## src/rtl/dds_sweep_scheduler_if.sv

```systemverilog
// AXI4-Stream phase-increment channel between the sweep scheduler and the DDS.
// The master drives valid/data/last and the slave returns ready.
interface dds_sweep_scheduler_if #(
   parameter int PHASE_W = 32
);
   logic               tvalid;
   logic               tready;
   logic [PHASE_W-1:0] tdata;
   logic               tlast;

   modport master (output tvalid, output tdata, output tlast, input tready);
   modport slave  (input tvalid, input tdata, input tlast, output tready);
endinterface

```

## src/rtl/dds_sweep_scheduler.sv

```systemverilog
// Table-driven frequency-sweep scheduler feeding the DDS phase-increment channel.
// Plays (phase, dwell) entries 0..cfg_last in order, one AXIS beat per entry,
// holding each entry for dwell+1 cycles after its beat is accepted.
// The sweep runs once, or repeats while loop_en_i is high.
// Optional build macro DDS_SWEEP_STATUS_EN adds sweep_done_o / sweep_cnt_o.
module dds_sweep_scheduler #(
   parameter int DEPTH   = 16,
   parameter int AW      = 4,
   parameter int PHASE_W = 32,
   parameter int DWELL_W = 32
) (
   input  logic               clk,
   input  logic               reset,
   input  logic               cfg_we_i,
   input  logic [AW-1:0]      cfg_addr_i,
   input  logic [PHASE_W-1:0] cfg_phase_i,
   input  logic [DWELL_W-1:0] cfg_dwell_i,
   input  logic [AW-1:0]      cfg_last_i,
   input  logic               loop_en_i,
   input  logic               start_i,
   input  logic               stop_i,
   output logic               busy_o,
   output logic [AW-1:0]      entry_idx_o,
`ifdef DDS_SWEEP_STATUS_EN
   output logic               sweep_done_o,
   output logic [15:0]        sweep_cnt_o,
`endif
   dds_sweep_scheduler_if.master m_axis_phase
);

   typedef enum logic [1:0] {S_IDLE, S_LOAD, S_SEND, S_DWELL} state_t;

   logic [PHASE_W-1:0] phase_mem [DEPTH];
   logic [DWELL_W-1:0] dwell_mem [DEPTH];

   state_t             state_q, state_d;
   logic [AW-1:0]      idx_q, idx_d;
   logic [AW-1:0]      last_q, last_d;
   logic [DWELL_W-1:0] dwell_q, dwell_d;
   logic [DWELL_W-1:0] cnt_q, cnt_d;
   logic [PHASE_W-1:0] tdata_q, tdata_d;
   logic               tvalid_q, tvalid_d;
   logic               tlast_q, tlast_d;
   logic               stop_pend_q, stop_pend_d;
   logic               done_d;
   logic               stop_now;

   // Table storage: writable in any state, not reset. A LOAD read of the
   // address being written in the same cycle sees the old contents.
   always_ff @(posedge clk) begin
      if (cfg_we_i) begin
         phase_mem[cfg_addr_i] <= cfg_phase_i;
         dwell_mem[cfg_addr_i] <= cfg_dwell_i;
      end
   end

   // A stop arriving on the final dwell cycle still counts for that dwell.
   assign stop_now = stop_pend_q | stop_i;

   // Next-state and output logic for the sweep FSM.
   always_comb begin
      state_d     = state_q;
      idx_d       = idx_q;
      last_d      = last_q;
      dwell_d     = dwell_q;
      cnt_d       = cnt_q;
      tdata_d     = tdata_q;
      tvalid_d    = tvalid_q;
      tlast_d     = tlast_q;
      stop_pend_d = stop_pend_q | (stop_i && (state_q != S_IDLE));
      done_d      = 1'b0;
      case (state_q)
         S_IDLE: begin
            if (start_i && !stop_i) begin
               last_d  = cfg_last_i;
               idx_d   = '0;
               state_d = S_LOAD;
            end
         end
         S_LOAD: begin
            tdata_d  = phase_mem[idx_q];
            dwell_d  = dwell_mem[idx_q];
            tvalid_d = 1'b1;
            tlast_d  = (idx_q == last_q);
            state_d  = S_SEND;
         end
         S_SEND: begin
            // Beat is held until accepted; stop never withdraws it.
            if (tvalid_q && m_axis_phase.tready) begin
               tvalid_d = 1'b0;
               tlast_d  = 1'b0;
               cnt_d    = '0;
               state_d  = S_DWELL;
            end
         end
         S_DWELL: begin
            if (cnt_q == dwell_q) begin
               if (stop_now) begin
                  stop_pend_d = 1'b0;
                  state_d     = S_IDLE;
               end else if (idx_q != last_q) begin
                  idx_d   = idx_q + AW'(1);
                  state_d = S_LOAD;
               end else begin
                  done_d = 1'b1;
                  if (loop_en_i) begin
                     idx_d   = '0;
                     state_d = S_LOAD;
                  end else begin
                     stop_pend_d = 1'b0;
                     state_d     = S_IDLE;
                  end
               end
            end else begin
               cnt_d = cnt_q + DWELL_W'(1);
            end
         end
         default: state_d = S_IDLE;
      endcase
   end

   // State and datapath registers with synchronous reset.
   always_ff @(posedge clk) begin
      if (reset) begin
         state_q     <= S_IDLE;
         idx_q       <= '0;
         last_q      <= '0;
         dwell_q     <= '0;
         cnt_q       <= '0;
         tdata_q     <= '0;
         tvalid_q    <= 1'b0;
         tlast_q     <= 1'b0;
         stop_pend_q <= 1'b0;
      end else begin
         state_q     <= state_d;
         idx_q       <= idx_d;
         last_q      <= last_d;
         dwell_q     <= dwell_d;
         cnt_q       <= cnt_d;
         tdata_q     <= tdata_d;
         tvalid_q    <= tvalid_d;
         tlast_q     <= tlast_d;
         stop_pend_q <= stop_pend_d;
      end
   end

`ifdef DDS_SWEEP_STATUS_EN
   logic        sweep_done_q;
   logic [15:0] sweep_cnt_q;

   // Completed-sweep pulse and free-running wrap-around sweep counter.
   always_ff @(posedge clk) begin
      if (reset) begin
         sweep_done_q <= 1'b0;
         sweep_cnt_q  <= '0;
      end else begin
         sweep_done_q <= done_d;
         if (done_d) sweep_cnt_q <= sweep_cnt_q + 16'd1;
      end
   end

   assign sweep_done_o = sweep_done_q;
   assign sweep_cnt_o  = sweep_cnt_q;
`endif

   assign busy_o              = (state_q != S_IDLE);
   assign entry_idx_o         = idx_q;
   assign m_axis_phase.tvalid = tvalid_q;
   assign m_axis_phase.tdata  = tdata_q;
   assign m_axis_phase.tlast  = tlast_q;

endmodule

```

## src/flat_wrapper.sv

```systemverilog
// flat-port wrapper written by rule: the top's interface ports become plain ports
module dds_sweep_scheduler_flat 
#(
   parameter int DEPTH   = 16,
   parameter int AW      = 4,
   parameter int PHASE_W = 32,
   parameter int DWELL_W = 32
)
  (clk, reset, cfg_we_i, cfg_addr_i, cfg_phase_i, cfg_dwell_i, cfg_last_i, loop_en_i, start_i, stop_i, busy_o, entry_idx_o, m_axis_phase_tvalid, m_axis_phase_tdata, m_axis_phase_tlast, m_axis_phase_tready);
  dds_sweep_scheduler_if #(.PHASE_W(PHASE_W)) m_axis_phase_i ();
  input  logic clk;
  input  logic reset;
  input  logic cfg_we_i;
  input  logic [AW-1:0] cfg_addr_i;
  input  logic [PHASE_W-1:0] cfg_phase_i;
  input  logic [DWELL_W-1:0] cfg_dwell_i;
  input  logic [AW-1:0] cfg_last_i;
  input  logic loop_en_i;
  input  logic start_i;
  input  logic stop_i;
  output logic busy_o;
  output logic [AW-1:0] entry_idx_o;
  output wire logic [$bits(m_axis_phase_i.tvalid)-1:0] m_axis_phase_tvalid;
  output wire logic [$bits(m_axis_phase_i.tdata)-1:0] m_axis_phase_tdata;
  output wire logic [$bits(m_axis_phase_i.tlast)-1:0] m_axis_phase_tlast;
  input wire logic [$bits(m_axis_phase_i.tready)-1:0] m_axis_phase_tready;
  assign m_axis_phase_tvalid = m_axis_phase_i.tvalid;
  assign m_axis_phase_tdata = m_axis_phase_i.tdata;
  assign m_axis_phase_tlast = m_axis_phase_i.tlast;
  assign m_axis_phase_i.tready = m_axis_phase_tready;
  dds_sweep_scheduler #(.DEPTH(DEPTH), .AW(AW), .PHASE_W(PHASE_W), .DWELL_W(DWELL_W)) u_core (.clk(clk), .reset(reset), .cfg_we_i(cfg_we_i), .cfg_addr_i(cfg_addr_i), .cfg_phase_i(cfg_phase_i), .cfg_dwell_i(cfg_dwell_i), .cfg_last_i(cfg_last_i), .loop_en_i(loop_en_i), .start_i(start_i), .stop_i(stop_i), .busy_o(busy_o), .entry_idx_o(entry_idx_o), .m_axis_phase(m_axis_phase_i));
endmodule
```

## config.mk

```make
export PLATFORM = sky130hd
export DESIGN_NAME = dds_sweep_scheduler_flat
export DESIGN_NICKNAME = d
export VERILOG_FILES = /design/src/rtl/dds_sweep_scheduler_if.sv /design/src/rtl/dds_sweep_scheduler.sv /design/src/flat_wrapper.sv
export SDC_FILE = /design/constraint.sdc
export NUM_CORES = 1
export LEC_CHECK = 0
export ABC_CLOCK_PERIOD_IN_PS = 11600
export CAP_MARGIN = 20
export CORE_MARGIN = 3
export CORE_UTILIZATION = 45
export CTS_CLUSTER_SIZE = 24
export DETAILED_ROUTE_END_ITERATION = 16
export GPL_ROUTABILITY_DRIVEN = 0
export PLACE_DENSITY = 0.62
export SETUP_SLACK_MARGIN = 0.05
export SYNTH_ARGS = -nofsm -noshare
export SYNTH_HDL_FRONTEND = slang
export SYNTH_SLANG_ARGS = --single-unit
```

## constraint.sdc

```tcl
create_clock -name clk -period 11.6 [get_ports clk]
set_clock_uncertainty 0.2 [all_clocks]
set_input_delay 3.48 -clock clk [delete_from_list [all_inputs] [get_ports clk]]
set_output_delay 3.48 -clock clk [all_outputs]
set_load 0.05 [all_outputs]
```

==> summary.md, run 1 <==
| Metric | Value |
|---|---|
| Die Y | 317 µm |
| Row count | 113 |
| Mean area per synthesized cell | between 20 and 25 µm² |
| Layout cells sized above 1 | 25.2% |
| Fmax | 0.163 GHz |
| Outcome | complete, no violations |
| Area contributors post-synth | edfxtp_1 71%, mux4_2 17%, dfxtp_1 5.0% |
| Yosys cell types | roughly 60 |
| Drt wl/cell | ~26 µm |
| Area of the multi-input gates | 10,100 µm² |
| EDFF count, synth | roughly 1.0k |
| Detailed-route wire length | just over 90 mm |
| Worst-path fanout max | 32 |
| CTS-repair resized insts | 0 |
| Top FF cell, synth | edfxtp_1 |
| Slew HR | 30.9% |
| Final Critical Period | around 6 ns |
| Final Total Pwr | about 9 mW |
| GRT Util Overall | 18.6% |
| Hold Fails Final Rpt | 0 |
| CTS tree | yes |
| Clock sinks | 1,133 |
| Routed via count | 19.9k |
| Clk slew on worst S/H paths | 0.06 ns |
| Cell breakdown of the critical path | clkdlybuf4s50_1 |
| Worst path bufs/invs | 1 |
| Core Box Area | 95,400 µm² |
| Reg area | approximately 33,000 µm² |
| VDD IR-drop max | roughly 120 µV |
| HPWL after DPL | 49.5 mm |
| Largest net degree at the start of global routing | 153 |
| Die width | 317 µm |
| Total Neg Setup Slack | 0 ns |
| Worst EP required | 7.92 ns |
| Post-CTS Setup Inserts | 0 |
| Fill count | 7,347 |
| Vias in the first global route | around 21k |
| Post-synthesis net count | 2,064 |
| Slowest stage delay, CP | 0.94 ns |
| Pwr dens | approximately 180 nW/µm² |
| Vias per std cell | ~5.7 |
| GRT overflow | 0 |
| Crit path max-delay family | buffers and inverters |
| Synth warn | 0 |
| CTS Buf Count | 111 |
| Synth top cells by count | 1,024 x edfxtp_1, 320 x mux4_2, 109 x dfxtp_1 |
| Area leader, netlist | edfxtp_1 |
| Initial Util | 45.5% |
| Remaining DRCs | 0 |
| Critical path class | flop to output port |
| Clock Latency Late Sink | 0.68 ns |
| Leakage power | approximately 15 nW |
| DRT iter0 DRCs | 1,678 |
| Period utilization | 53.0% |
| Hold crit path type | flop to flop |
| Post-synth top area share | 70.8% |
| Ant diodes | 0 |
| Root Driver | clkbuf_16 |
| PortBufs | roughly 120 |
| Max cap viols | 0 |
| CTS Buffer Depth | 3 |
| Final Slew Violations | 0 |
| Final net count | around 2.2k |
| RSZ-0062 raised after global routing | no |
| Area Overhead vs Synth | 14.9% |
| Setup Viol. Count Final | 0 |
| Global-route wire length before repair | 138 mm |
| Critical path's slowest cell | clkdlybuf4s50_1 |
| Initial antenna violation count | 5 |
| Worst-Margin Slew | 1.04 ns |
| I/O pins | ~120 |
| FF+latch count, synth | 1,133 |
| WP data arrival | 2.46 ns |
| Setup crit end kind | output port |
| Drt pass-1 iters | 7 |
| Register area share after synthesis | 75.8% |
| Total die area | 100,000 µm² |
| Top-count cell post-synth | edfxtp_1 |
| Antenna viol nets, final | 0 |
| Post-CTS Hold Buffers | 0 |
| Critical Path Start Type | flop |
| H-tree depth | 3 |
| Synth Instances | 1,978 |
| Post-Syn Area | 43,500 µm² |
| Async SR Flop Fraction | 0% |
==> cell usage in the layout, fill, tap and decap left out, types with 13 or more instances in the layout <==
| cell | count |
|---|---|
| edfxtp_1 | 1024 |
| mux4_2 | 320 |
| clkdlybuf4s50_1 | 116 |
| clkbuf_16 | 113 |
| dfxtp_1 | 105 |
| nor2_1 | 77 |
| mux2i_1 | 69 |
| xor2_1 | 37 |
| clkbuf_1 | 37 |
| buf_4 | 32 |
| a21oi_1 | 30 |
| clkbuf_8 | 25 |
| nand2_1 | 24 |
| nand3_1 | 21 |
| or3_1 | 19 |
| clkinv_2 | 17 |
| o21ai_0 | 13 |
==> report_power, final <==
| part | switching, mW | total [mW] | internal (mW) | leakage (nW) |
|---|---|---|---|---|
| combinational | 0.402 | 0.634 | 0.232 | 3.35 |
| clock | 1.49 | 3.63 | 2.14 | 1.85 |
| sequential | 0.0688 | 4.65 | 4.58 | 10.1 |
==> through the flow <==
| step | instances | hold slack [ns] | cell area (µm²) | setup slack, ns | util (%) |
|---|---|---|---|---|---|
| after floorplan | 1978 | 0.272 | 43500 | 2.49 | - |
| after global placement | 3291 | 0.272 | 46100 | 4.97 | 48.3 |
| after detailed placement | 3291 | 0.284 | 46100 | 4.93 | 48.3 |
| after CTS | 3503 | 0.300 | 49900 | 5.37 | 52.3 |
| after global routing | 3505 | 0.320 | 49900 | 5.29 | 52.3 |
| final | 3505 | 0.296 | 49900 | 5.46 | 52.3 |
==> cell families (layout without fill, tap and decap cells) <==
logic type               after synthesis  after routing  synth area share, %
adder cells (fa/ha/maj)                7              7                0.202
AND/OR/NAND/NOR                      217            217                 2.58
buffers and inverters                113            375                 1.30
multiplexers                         389            389                 18.2
flip-flops                          1133           1133                 75.8
XOR/XNOR                              37             37                0.746
AO/OA/AOI/OAI                         82             82                 1.21
==> worst register-to-register path: stages, from the launching register on <==
cell and delay [ns]:
dfxtp_4 0.63, buf_12 0.60, buf_12 0.83, mux4_2 0.90, mux4_2 0.52, mux2i_1 0.15
nor2_1 0.06
==> path summary, 6_finish.rpt <==
path,cells after the start,end,slack (ns),from
max,1,entry_idx_o[3],5.46,u_core.entry_idx_o[3]
min reg2reg,2,u_core.m_axis_phase.tdata[3],0.30,u_core.m_axis_phase.tdata[3]
min,2,u_core.m_axis_phase.tdata[3],0.30,u_core.m_axis_phase.tdata[3]
max reg2reg,6,u_core.m_axis_phase.tdata[0],7.61,u_core.entry_idx_o[0]
==> registers in the layout, summed over array words and instances, names as in the netlist <==
name / cells
u_core.phase_mem: 512
u_core.m_axis_phase.tdata: 32
u_core.dwell_q: 32
u_core.cnt_q: 32
u_core.dwell_mem: 512
u_core.state_q: 2
u_core.m_axis_phase.tlast: 1
u_core.m_axis_phase.tvalid: 1
u_core.stop_pend_q: 1
u_core.entry_idx_o: 4
u_core.last_q: 4
==> area by class of cell <==
| class | count | share of cell area [%] |
|---|---|---|
| clock buffer | 175 | 6.63 |
| clock inverter | 37 | 0.950 |
| inverter | 10 | 0.0752 |
| multi-input combinational | 732 | 20.2 |
| sequential | 1133 | 66.0 |
| tap | 1265 | 3.17 |
| timing repair buffer | 153 | 3.01 |
==> routing by layer <==
layer / up-vias / global-route usage (%) / routed length (µm)
met1: 10700 / 27.1 / 40600
met2: 497 / 29.9 / 44300
li1: 8603 / - / -
met4: 6 / 3.84 / 1600
met3: 129 / 3.33 / 4410
met5: - / 0 / 41
Power figures use the tool's default switching activity.
==> run 2, diff against run 1 <==
--- a/config.mk
+++ b/config.mk
@@ -5,7 +5,7 @@
 export SDC_FILE = /design/constraint.sdc
 export NUM_CORES = 1
 export LEC_CHECK = 0
-export ABC_CLOCK_PERIOD_IN_PS = 11600
+export ABC_CLOCK_PERIOD_IN_PS = 6400
 export CAP_MARGIN = 20
 export CORE_MARGIN = 3
 export CORE_UTILIZATION = 45
==> constraint.sdc (replaced) <==
create_clock -name clk -period 6.4 [get_ports clk]
set_clock_uncertainty 0.2 [all_clocks]
set_input_delay 1.92 -clock clk [delete_from_list [all_inputs] [get_ports clk]]
set_output_delay 1.92 -clock clk [all_outputs]
set_load 0.05 [all_outputs]
==> run 2 against run 1 <==
Core utilization about the same. Register-to-register slack got worse by 4.8 ns. Worst hold slack got worse by 0.0057 ns. Via count increased by 1.1%. First-iteration DRC count increased by 11%. Final cell count increased by 0.26%. Flip-flop and latch count unchanged. Largest cell class unchanged. Largest power group unchanged.
==> summary.md, run 2 (synthesis results as in run 1) <==
| Metric | Value |
|---|---|
| Final Critical Period | 4.74 ns |
| Die width | 317 µm (unchanged) |
| CTS tree | yes |
| Initial antenna violation count | 12 (+7) |
| Area Overhead vs Synth | 15.0% (about the same) |
| RSZ-0062 raised after global routing | no |
| Final worst slack | 1.66 ns (-3.79 ns) |
| I/O pins | 118 (unchanged) |
| GRT Util Overall | 18.8% (+0.24 points) |
| Setup crit end kind | output port |
| Routed via count | 20.2k (+1.1%) |
| Clk slew on worst S/H paths | 0.06 ns (about the same) |
| Vias per std cell | 5.73 (+0.82%) |
| Met3 WL | 4.73 mm (+7.1%) |
| DRT iter0 DRCs | 1,863 (+11%) |
| HPWL after DPL | 52.6 mm (+6.2%) |
| Worst-Margin Slew | 1.12 ns (+0.0841 ns) |
| Outcome | complete, no violations |
| Root Driver | clkbuf_16 |
| Fmax | 0.211 GHz |
| Row count | 113 (unchanged) |
| WP data arrival | 2.62 ns (+0.16 ns) |
| Sw Ratio | 22.1% (+0.093 points) |
| Layout cells sized above 1 | 25.1% (-0.10 points) |
| Vias in the first global route | 21.1k (+0.48%) |
| CTS Buffer Depth | 3 (unchanged) |
| Crit path max-delay family | flip-flops |
| Met1 wire length | 38.9 mm (-4.4%) |
| Drt pass-1 iters | 5 (-2) |
| Final net count | 2,234 (+0.31%) |
| Period utilization | 74.0% |
| Hold Fails Final Rpt | 0 (unchanged) |
| Comb pwr share | 7.2% (about the same) |
| Antenna viol nets, final | 0 (unchanged) |
| Leakage power | 15.3 nW (-0.24%) |
| Fill count | 7,322 (-0.34%) |
| Post-CTS Hold Buffers | 0 (unchanged) |
| GRT overflow | 0 (unchanged) |
| Initial Util | 45.5% (unchanged) |
| Pint | 12.5 mW (+79%) |
| Clock Latency Late Sink | 0.67 ns (about the same) |
| Die Y | 317 µm (unchanged) |
| Pwr dens | 321 nW/µm² (+80%) |
| Met2 routed WL | 47.7 mm (+7.5%) |
| Remaining DRCs | 0 (unchanged) |
| Commonest non-fill, non-tap cell in the layout | edfxtp_1 |
| Max cap viols | 0 (unchanged) |
| Worst-path fanout max | 60 (+88%) |
| Worst path bufs/invs | 1 (unchanged) |
| Drt wl/cell | 26.5 µm (+1.9%) |
| Detailed-route wire length | 93.0 mm (+2.2%) |
| Global-route wire length before repair | 139 mm (+0.40%) |
| Biggest regs | u_core.dwell_mem (512), u_core.phase_mem (512) |
| Most frequent cells in the layout | 1,024 x edfxtp_1, 320 x mux4_2, 116 x clkdlybuf4s50_1, 113 x clkbuf_16, 105 x dfxtp_1 |
| Flop pwr share | 52.5% (+0.3 points) |
| CTS-repair resized insts | 0 (unchanged) |
| Post-CTS Setup Inserts | 0 (unchanged) |
| Critical path's slowest cell | dfxtp_4 |
| Critical path class | flop to output port |
| Final Util | 52.3% (about the same) |
| Clock Power Share | 40.3% (-0.4 points) |
| Clock sinks | 1,133 (unchanged) |
| Slowest stage delay, CP | 0.97 ns (+0.03 ns) |
| Worst EP required | 4.28 ns (-3.64 ns) |
| Critical Path Start Type | flop |
| Slew HR | 25.3% (-5.6 points) |
| Pre-CTS WS | 1.61 ns (-3.32 ns) |
| Core Box Area | 95,400 µm² (unchanged) |
| Largest net degree at the start of global routing | 107 (-30%) |
| CTS Buf Count | 112 (+0.90%) |
| Setup Viol. Count Final | 0 (unchanged) |
| Switch Pwr | 3.54 mW (+80%) |
| VDD IR-drop max | 227 µV (+85%) |
| Total die area | 100,000 µm² (unchanged) |
| Cell breakdown of the critical path | clkdlybuf4s50_1 |
| Final Slew Violations | 0 (unchanged) |
| PortBufs | 117 (unchanged) |
| Total Neg Setup Slack | 0 ns (unchanged) |
| H-tree depth | 3 (unchanged) |
| Hold crit path type | flop to flop |
| Max Used Layer | met5 |
-- run 2: final cells by class --
class / instances / area [µm²] / area share, %
inverters: 10 / 37.5 / 0.0752
multi-input cells: 732 / 10100 / 20.2
clock inverters: 52 / 546 / 1.09
flip-flops and latches: 1133 / 32900 / 66.0
diodes: 8 / 20.0 / 0.0401
well taps: 1265 / 1580 / 3.17
repair buffers: 159 / 1640 / 3.28
clock buffers: 155 / 3080 / 6.16
-- run 2: routing by layer --
layer | vias up | GRT usage [%]
li1 | 8639 | -
met2 | 541 | 31.9
met3 | 136 | 2.98
met5 | - | 0
met4 | 2 | 5.00
met1 | 10833 | 25.7
-- run 2: final timing paths --
check                           slack [ns]                       endpoint                     startpoint  cells after the start
worst max-delay path                  1.66                 entry_idx_o[1]          u_core.entry_idx_o[1]                      1
worst max register to register        2.80             u_core.dwell_q[18]          u_core.entry_idx_o[1]                      5
worst min-delay path                  0.29  u_core.m_axis_phase.tdata[31]  u_core.m_axis_phase.tdata[31]                      2
worst min register to register        0.29  u_core.m_axis_phase.tdata[31]  u_core.m_axis_phase.tdata[31]                      2
-- run 2: through the flow --
step           area (µm²)  power [mW]  hold slack, ns  instances
2_1_floorplan       43500        9.28           0.272       1978
6_report            49900        16.0           0.291       3514
3_3_place_gp        46300        9.70           0.272       3297
4_1_cts             49900        16.2           0.296       3504
3_5_place_dp        46300        9.74           0.279       3297
5_1_grt             49900        16.6           0.320       3510
-- run 2: power groups by stage --
stage	sequential [mW]	combinational, mW	clock [mW]
floorplan	8.72	0.566	0
global placement	8.56	1.13	0
detailed placement	8.58	1.16	0
CTS	8.42	1.16	6.60
global route	8.44	1.24	6.90
finish	8.42	1.15	6.45
==> run 3, diff against run 2 <==
--- a/config.mk
+++ b/config.mk
@@ -5,7 +5,7 @@
 export SDC_FILE = /design/constraint.sdc
 export NUM_CORES = 1
 export LEC_CHECK = 0
-export ABC_CLOCK_PERIOD_IN_PS = 6400
+export ABC_CLOCK_PERIOD_IN_PS = 4600
 export CAP_MARGIN = 20
 export CORE_MARGIN = 3
 export CORE_UTILIZATION = 45
==> constraint.sdc (replaced) <==
create_clock -name clk -period 4.6 [get_ports clk]
set_clock_uncertainty 0.2 [all_clocks]
set_input_delay 1.38 -clock clk [delete_from_list [all_inputs] [get_ports clk]]
set_output_delay 1.38 -clock clk [all_outputs]
set_load 0.05 [all_outputs]
==> run 3 against run 2 <==
Sequential power up 39%. Worst hold slack improved by 0.0030 ns. Critical path depth is 3 higher.
==> summary.md, run 3 (synthesis results as in run 1) <==
| Metric | Value |
|---|---|
| Biggest regs | u_core.dwell_mem (512), u_core.phase_mem (512) |
| Worst-Margin Slew | 0.981 ns (-0.139 ns) |
| Clock Latency Late Sink | 0.67 ns (about the same) |
| Post-CTS Hold Buffers | 0 (unchanged) |
| Cell breakdown of the critical path | inv_1, ha_1, inv_1, clkdlybuf4s50_1 |
| Most frequent cells in the layout | 1,024 x edfxtp_1, 320 x mux4_2, 116 x clkbuf_16, 116 x clkdlybuf4s50_1, 105 x dfxtp_1 |
| Post-CTS Setup Inserts | 0 (unchanged) |
| Most frequent CP cell | inv_1 |
| CTS tree | yes |
| Setup Viol. Count Final | 0 (unchanged) |
| Max cap viols | 0 (unchanged) |
| Initial antenna violation count | 9 (-3) |
| Hold Fails Final Rpt | 0 (unchanged) |
| Pre-CTS WS | 0.635 ns (-0.975 ns) |
| CTS-repair resized insts | 0 (unchanged) |
| Period utilization | a little under nine tenths |
| Final Util | 52.4% (+0.084 points) |
| Critical path's slowest cell | clkdlybuf4s50_1 |
| Largest net degree at the start of global routing | 125 (+17%) |
| Final worst slack | 0.628 ns (-1.04 ns) |
| Routed via count | 20.2k (+0.42%) |
| Clk slew on worst S/H paths | 0.06 ns (about the same) |
| Clock sinks | 1,133 (unchanged) |
| Detailed-route wire length | 91.3 mm (-1.8%) |
| Slew HR | 34.6% (+9.3 points) |
| WP data arrival | 2.39 ns (-0.23 ns) |
| CTS Buffer Depth | 3 (unchanged) |
| DRT iter0 DRCs | 1,699 (-8.8%) |
| Outcome | complete, no violations |
| Critical path class | flop to output port |
| Final Slew Violations | 0 (unchanged) |
| Vias per std cell | 5.76 (+0.45%) |
| HPWL after DPL | 48.4 mm (-7.9%) |
| Fmax | 0.252 GHz |
| GRT Util Overall | 18.7% (-0.16 points) |
| I/O pins | 118 (unchanged) |
| Drt pass-1 iters | 5 (unchanged) |
| Pwr dens | 442 nW/µm² (+38%) |
| Row count | 113 (unchanged) |
| Global-route wire length before repair | 139 mm (+0.22%) |
| Worst EP required | 3.02 ns (-1.26 ns) |
| Worst hold path depth | 2 (unchanged) |
| Area Overhead vs Synth | 15.1% |
| Antenna viol nets, final | 0 (unchanged) |
| Commonest non-fill, non-tap cell in the layout | edfxtp_1 |
| Root Driver | clkbuf_16 |
| Total Neg Setup Slack | 0 ns (unchanged) |
| Reg2Reg Depth | 7 (+2) |
| RSZ-0062 raised after global routing | no |
| H-tree depth | 3 (unchanged) |
| Final Critical Period | a little under 4 ns |
| PortBufs | 117 (unchanged) |
| Final net count | 2,232 (-0.090%) |
| Die width | 317 µm (unchanged) |
| Critical Path Start Type | flop |
| Slowest stage delay, CP | 0.82 ns (-0.15 ns) |
| Layout cells sized above 1 | 25.2% (+0.067 points) |
| Worst-path fanout max | 5 (-92%) |
| Remaining DRCs | 0 (unchanged) |
| VDD IR-drop max | 291 µV (+28%) |
| Leakage power | 15.3 nW (+0.18%) |
| Vias in the first global route | 21.7k (+2.5%) |
| Drt wl/cell | 26.0 µm (-1.8%) |
| Total die area | 100,000 µm² (unchanged) |
| Core Box Area | 95,400 µm² (unchanged) |
| Hold crit path type | flop to flop |
| Die Y | 317 µm (unchanged) |
| CTS Buf Count | 112 (unchanged) |
| GRT overflow | 0 (unchanged) |
| Setup crit end kind | output port |
| Final Total Pwr | 22.1 mW (+38%) |
| Initial Util | 45.5% (unchanged) |
-- run 3: cell types whose count changed in the layout (fill, tap and decap cells not counted), sizes merged --
cell / previous run / this run
bufinv: 10 / 5
buf: 43 / 41
inv: 18 / 15
diode: 8 / 5
clkinvlp: 6 / 2
clkinv: 28 / 44
-- run 3: worst max-delay path: cells and delay by family, from the launching register on --
kind / cells / cell delay (ns)
buf+inv: 3 / 1.07
flops: 1 / 0.41
fa+ha+maj: 1 / 0.26
-- run 3: worst paths after layout --
kind | to | start | slack [ns]
worst max-delay path | busy_o | u_core.state_q[0] | 0.63
worst min register to register | u_core.m_axis_phase.tdata[3] | u_core.m_axis_phase.tdata[3] | 0.29
worst max register to register | u_core.cnt_q[29] | u_core.cnt_q[0] | 1.14
worst min-delay path | u_core.m_axis_phase.tdata[3] | u_core.m_axis_phase.tdata[3] | 0.29
-- run 3: power breakdown --
group          switching, mW  leakage (nW)  internal, mW  total [mW]
sequential             0.172          10.1          11.6        11.7
clock                   3.72          1.76          5.04        8.77
combinational           1.03          3.43         0.590        1.62
total                   4.93          15.3          17.2        22.1
-- run 3: metrics by stage --
step                hold slack, ns  cells  instance area, µm²
global placement             0.271   3297               46500
detailed placement           0.284   3297               46500
global route                 0.329   3510               50000
finish                       0.294   3513               50000
floorplan                    0.272   1978               43500
CTS                          0.300   3508               50000
-- run 3: final cells by class --
type / count / area (µm²)
fillers: 7351 / 45400
flip-flops and latches: 1133 / 32900
multi-input cells: 732 / 10100
clock buffers: 155 / 3140
repair buffers: 157 / 1790
well taps: 1265 / 1580
clock inverters: 56 / 407
inverters: 10 / 37.5
diodes: 5 / 12.5
-- run 3: layer usage --
layer	share of wire, %	global-route usage [%]	routed length (µm)	vias to the layer above
met3	5.4	3.19	4920	116
met2	49	30.2	45100	511
met1	44	26.8	39800	10949
met5	0.045	0	41	-
li1	-	-	-	8654
met4	1.6	4.64	1450	6
